===== src/rtl/i2s_rx_deserializer.sv =====
// I2S receive deserializer.
// Oversamples the codec's bclk / l_r_clk / sdata in the clk domain, detects
// bclk rising edges and frame-clock transitions, and shifts each channel slot
// MSB first into a DATA_WIDTH word. Bits beyond DATA_WIDTH in a slot are
// ignored.
// Ports:
//   clk, reset      system clock, asynchronous active-low reset
//   bclk, l_r_clk   codec bit/frame clocks (async); l_r_clk 0 = left, 1 = right
//   sdata           codec serial data
//   left_sample     last complete left word
//   right_sample    last complete right word
//   latest_sample   copy of right_sample for the IIR filter input
//   sample_valid    1-clk pulse when a right word completes a left+right pair
//   frame_error     1-clk pulse when a slot ends before DATA_WIDTH bits arrived
module i2s_rx_deserializer #(
  parameter int DATA_WIDTH  = 16,
  parameter int SYNC_STAGES = 2
) (
  input  logic                  clk,
  input  logic                  reset,
  input  logic                  bclk,
  input  logic                  l_r_clk,
  input  logic                  sdata,
  output logic [DATA_WIDTH-1:0] left_sample,
  output logic [DATA_WIDTH-1:0] right_sample,
  output logic [DATA_WIDTH-1:0] latest_sample,
  output logic                  sample_valid,
  output logic                  frame_error
);

  localparam int CNT_W = (DATA_WIDTH > 2) ? $clog2(DATA_WIDTH) : 1;
  localparam logic [CNT_W-1:0] LAST_BIT = CNT_W'(DATA_WIDTH - 1);

  typedef enum logic [1:0] {IDLE, SHIFT, HOLD} state_t;

  logic [SYNC_STAGES-1:0] bclk_sync, lrck_sync, sdata_sync;
  logic                   bclk_s, lrck_s, sdata_s;
  logic                   bclk_d, bclk_rise, lrck_prev, lrck_edge;
  state_t                 state, state_nxt;
  logic [CNT_W-1:0]       bit_cnt, cnt_nxt;
  logic                   chan, chan_nxt;
  logic                   do_shift, word_done, short_slot;
  logic                   left_ok;
  logic [DATA_WIDTH-1:0]  shreg;
  logic                   commit_pend, commit_chan, valid_pend, err_pend;

  // All three lines use the same synchronizer depth so that lrck/sdata are
  // aligned with the detected bclk edge.
  assign bclk_s    = bclk_sync[SYNC_STAGES-1];
  assign lrck_s    = lrck_sync[SYNC_STAGES-1];
  assign sdata_s   = sdata_sync[SYNC_STAGES-1];
  assign bclk_rise = bclk_s & ~bclk_d;
  assign lrck_edge = bclk_rise & (lrck_s ^ lrck_prev);

  always_ff @(posedge clk or negedge reset) begin
    if (!reset) begin
      bclk_sync  <= '0;
      lrck_sync  <= '0;
      sdata_sync <= '0;
      bclk_d     <= 1'b0;
    end else begin
      bclk_sync  <= {bclk_sync[SYNC_STAGES-2:0], bclk};
      lrck_sync  <= {lrck_sync[SYNC_STAGES-2:0], l_r_clk};
      sdata_sync <= {sdata_sync[SYNC_STAGES-2:0], sdata};
      bclk_d     <= bclk_s;
    end
  end

  always_ff @(posedge clk or negedge reset) begin
    if (!reset) begin
      state   <= IDLE;
      bit_cnt <= '0;
      chan    <= 1'b0;
    end else begin
      state   <= state_nxt;
      bit_cnt <= cnt_nxt;
      chan    <= chan_nxt;
    end
  end

  // A frame transition always wins: the bit sampled on that edge belongs to
  // the previous slot, so it is never shifted, even if it would have been the
  // last one needed.
  always_comb begin
    state_nxt  = state;
    cnt_nxt    = bit_cnt;
    chan_nxt   = chan;
    do_shift   = 1'b0;
    word_done  = 1'b0;
    short_slot = 1'b0;
    if (lrck_edge) begin
      state_nxt  = SHIFT;
      cnt_nxt    = '0;
      chan_nxt   = lrck_s;
      short_slot = (state == SHIFT);
    end else if (bclk_rise && state == SHIFT) begin
      do_shift = 1'b1;
      cnt_nxt  = bit_cnt + 1'b1;
      if (bit_cnt == LAST_BIT) begin
        word_done = 1'b1;
        state_nxt = HOLD;
        cnt_nxt   = '0;
      end
    end
  end

  // left_ok remembers a completed left word in the current frame; only a
  // right word that follows it raises sample_valid.
  always_ff @(posedge clk or negedge reset) begin
    if (!reset) begin
      lrck_prev   <= 1'b0;
      shreg       <= '0;
      left_ok     <= 1'b0;
      commit_pend <= 1'b0;
      commit_chan <= 1'b0;
      valid_pend  <= 1'b0;
      err_pend    <= 1'b0;
    end else begin
      if (bclk_rise) lrck_prev <= lrck_s;
      if (do_shift)  shreg <= {shreg[DATA_WIDTH-2:0], sdata_s};
      if (short_slot || (lrck_edge && !lrck_s)) left_ok <= 1'b0;
      else if (word_done)                       left_ok <= ~chan;
      commit_pend <= word_done;
      commit_chan <= chan;
      valid_pend  <= word_done & chan & left_ok;
      err_pend    <= short_slot;
    end
  end

  always_ff @(posedge clk or negedge reset) begin
    if (!reset) begin
      left_sample  <= '0;
      right_sample <= '0;
      sample_valid <= 1'b0;
      frame_error  <= 1'b0;
    end else begin
      sample_valid <= valid_pend;
      frame_error  <= err_pend;
      if (commit_pend) begin
        if (commit_chan) right_sample <= shreg;
        else             left_sample  <= shreg;
      end
    end
  end

  assign latest_sample = right_sample;

endmodule


===== config.mk =====
export PLATFORM = sky130hd
export DESIGN_NAME = i2s_rx_deserializer
export DESIGN_NICKNAME = d
export VERILOG_FILES = /design/src/rtl/i2s_rx_deserializer.sv
export SDC_FILE = /design/constraint.sdc
export NUM_CORES = 1
export LEC_CHECK = 0
export ABC_AREA = 1
export CAP_MARGIN = 20
export CORE_MARGIN = 1
export CORE_UTILIZATION = 40
export CTS_CLUSTER_SIZE = 20
export DETAILED_ROUTE_END_ITERATION = 10
export PLACE_DENSITY = 0.65
export RECOVER_POWER = 25
export SLEW_MARGIN = 40
export SYNTH_ARGS = -nofsm -noshare
export SYNTH_HDL_FRONTEND = slang
export SYNTH_SLANG_ARGS = --single-unit

===== constraint.sdc =====
create_clock -name clk -period 1.2 [get_ports clk]
set_clock_uncertainty 0.05 [all_clocks]
set_input_delay 0.24 -clock clk [delete_from_list [all_inputs] [get_ports clk]]
set_output_delay 0.24 -clock clk [all_outputs]
set_load 0.01 [all_outputs]

==> qor.yml <==
worst_setup_path:
  end_kind: "register"
  crit_path_start_kind: "register"
  crit_start: "state[1]"
  r2r_slack_ns: -0.02
  arrival_ns: 1.40
  rr_worst_depth: 7
  path_max_fanout: 6
  worstPathRequired_ns: 1.38
  worstSetupPathType: "reg -> reg"
  reg2reg_to: "shreg[2]"
  r2r_start: "state[1]"
min_path:
  hold_path_class: "reg -> reg"
  worstHoldStart: "lrck_sync[0]"
  min_to: "lrck_sync[1]"
  hold_depth: 0
place:
  hpwl_um: 3244
  gp_congestion: 0.8042
  numPortBuffers: 54
  dpl.cell_count: 396
power_and_ir_drop:
  power_density_nw_per_um2: 1581
  power.total_w: 0.005967
  vdd_drop_max_mv: 0.6172
  leakagePower_nw: 1.966
cts:
  clk_path_buf_depth: 2
  cts_tree: "done"
  clkLatencyLatePin_ns: 0.34
  clk_pin_slew_ns: 0.07
  clock_sinks: 70
  cts-root-buf: "clkbuf_8"
  cts_buffers: 9
  htree_levels: 3
synthesis:
  avgSynthCellArea_um2: 10.21
  synth_edf_count: 0
  async_reset_ff_frac: 1.000
  syn_nets: 280
  yosys-top-cells-count: "nand2_1, dfrtp_1, o21ai_0"
  synth_top_area_share: 0.6261
  synth.distinct_cells: 23
  synth_seq_cells: 70
  yosys_warnings: 0
  yosysSeqAreaShare: 0.6261
  synthCells: 274
  syn_area_um2: 2798
  synth_flop_cell: "dfrtp_1"
  synth.area.top_cells: "dfrtp_1, nand2_1, o21ai_0"
  yosysMostFrequentCell: "nand2_1"
  yosysTopAreaCell: "dfrtp_1"
drt:
  routed_wl_um: 5348
  drt-initial-drc-count: 111
  antenna_left: 0
  wire_per_inst_um: 12.32
  drc: 0
  vias: 1971
  via_per_inst: 4.541
  dr.pass1.iters: 4
grt:
  use_met2: 0.2451
  globalRoute.busiestLayer: "met2"
  grt_pass1_vias: 1907
  grt_util_met3: 0.02695
  grt_start_max_net_pins: 71
  grtUsageMet1: 0.2093
  grt_overflow: 0
  grt_pass1_wl_um: 8887
  track_usage: 0.1587
  grt_antenna_before_repair: 0
status:
  outcome: "complete, but fails checks"
  violations: "setup timing"
timing:
  fin_crit_sh: 1.020
  fmax_mhz: 816.9
  relSlewSlack: 0.5875
  rsz0062_at_grt: "yes"
  tns_ns: -0.06613
  timing.final.ws_setup_ns: -0.02414
  setup_viol: 5
  tightest_slew_ns: 0.6187
  slew_violations: 0
  period_minus_slack_ns: 1.224
  hold_viol_final: 0
cells_and_area:
  regArea_um2: 1752
  antenna_cells: 0
  area_delta_synth_final_pct: 34.88
  nets: 355
  stdcell_count: 434
  post_route_cells_drive_above_1_share: 0.4407
  multi_input_area_um2: 905.9
  fin_util: 0.5585
  fill_cells: 605
floorplanning:
  core_area_um2: 6756
  die_height_um: 85.63
  dieArea_um2: 7333
  fp-row-count: 30
  ioPinCount: 55
  initial_utilization: 0.4141
  fp.dieW_um: 85.63
run:
  maxCapViolCount: 0
## sequential cells by signal, indices dropped and copies added (netlist names)
register / cells
latest_sample: 16
left_sample: 16
shreg: 16
bit_cnt: 4
bclk_sync: 2
lrck_sync: 2
sdata_sync: 2
state: 2
bclk_d: 1
chan: 1
commit_chan: 1
commit_pend: 1
err_pend: 1
frame_error: 1
left_ok: 1
lrck_prev: 1
sample_valid: 1
valid_pend: 1
## worst max path at each step
stage                            end  slack (ns)  depth (start not counted)
after floorplan           bit_cnt[2]        0.05                          4
after global placement       left_ok      -0.006                          7
after detailed placement     left_ok       -0.03                          7
after CTS                    left_ok       -0.03                          8
after global routing        shreg[2]       -0.09                          7
final                       shreg[2]       -0.02                          7
## power by group
| part | switching [W] | leakage [nW] | internal, W | total [W] |
|---|---|---|---|---|
| registers | 0.000150 | 0.937 | 0.00253 | 0.00268 |
| clock network | 0.000879 | 0.140 | 0.00171 | 0.00259 |
| logic | 0.000390 | 0.889 | 0.000311 | 0.000702 |
## worst max-delay path, cell delays in order (launching register included)
cell and delay [ns]:
dfrtp_1 0.38, inv_1 0.07, nand2_2 0.08, nor2_8 0.16, nand2_8 0.10, clkbuf_16 0.18, nand2_4 0.06, o21ai_2 0.05
## what timing repair did
action / in CTS / in global routing
hold buffers: 1 / 0
setup buffers: 19 / 0
endpoints found under the hold margin: 70 / 0
pin swaps: 8 / 4
gates resized for setup: 221 / 31
gates cloned: 1 / 1
endpoints found under the setup margin: 63 / 35
## cells by family (layout without fill, tap and decap cells)
kind of cell    Yosys count  count (layout)  synth area share
compound gates           51              51            0.1127
fa+ha+maj                 1               1          0.004472
buf+inv                  55             135            0.1042
flops                    70              70            0.6261
simple gates             97              97            0.1525
## placed cells by master, fill, tap and decap left out, types with 4 or more instances in the layout
cell	Yosys	routed
nand2_2	3	10
inv_2	1	5
o21ai_0	34	33
nor2_1	9	6
buf_2	2	51
inv_1	29	25
clkbuf_8	0	11
o21ai_2	15	15
dlygate4sd3_1	0	4
nand2_1	72	52
buf_4	16	26
nand2_4	2	14
buf_6	3	4
bufinv_16	0	4
dfrtp_1	70	70
## per-layer routing
metal	vias up	share of wire
met1	928	0.48
li1	994	-
met5	-	0
met2	42	0.47
met3	7	0.034
met4	0	0.020
## cell type report
type,instances,area share
timing repair buffer,89,0.1651
sequential,70,0.4642
inverter,30,0.02984
clock buffer,11,0.04012
clock inverter,5,0.03415
multi-input combinational,149,0.2401
tap,80,0.02653
## metrics by stage
step,hold slack [ns],setup WS [ns],cell area [um2]
after floorplan,-0.1056,0.04531,2798
after global placement,0.2465,-0.005727,3377
after detailed placement,0.2460,-0.02688,3377
after CTS,0.2700,-0.02628,3641
after global routing,0.3145,-0.08911,3774
final,0.3006,-0.02414,3774
(Power assumes the default switching activity.)
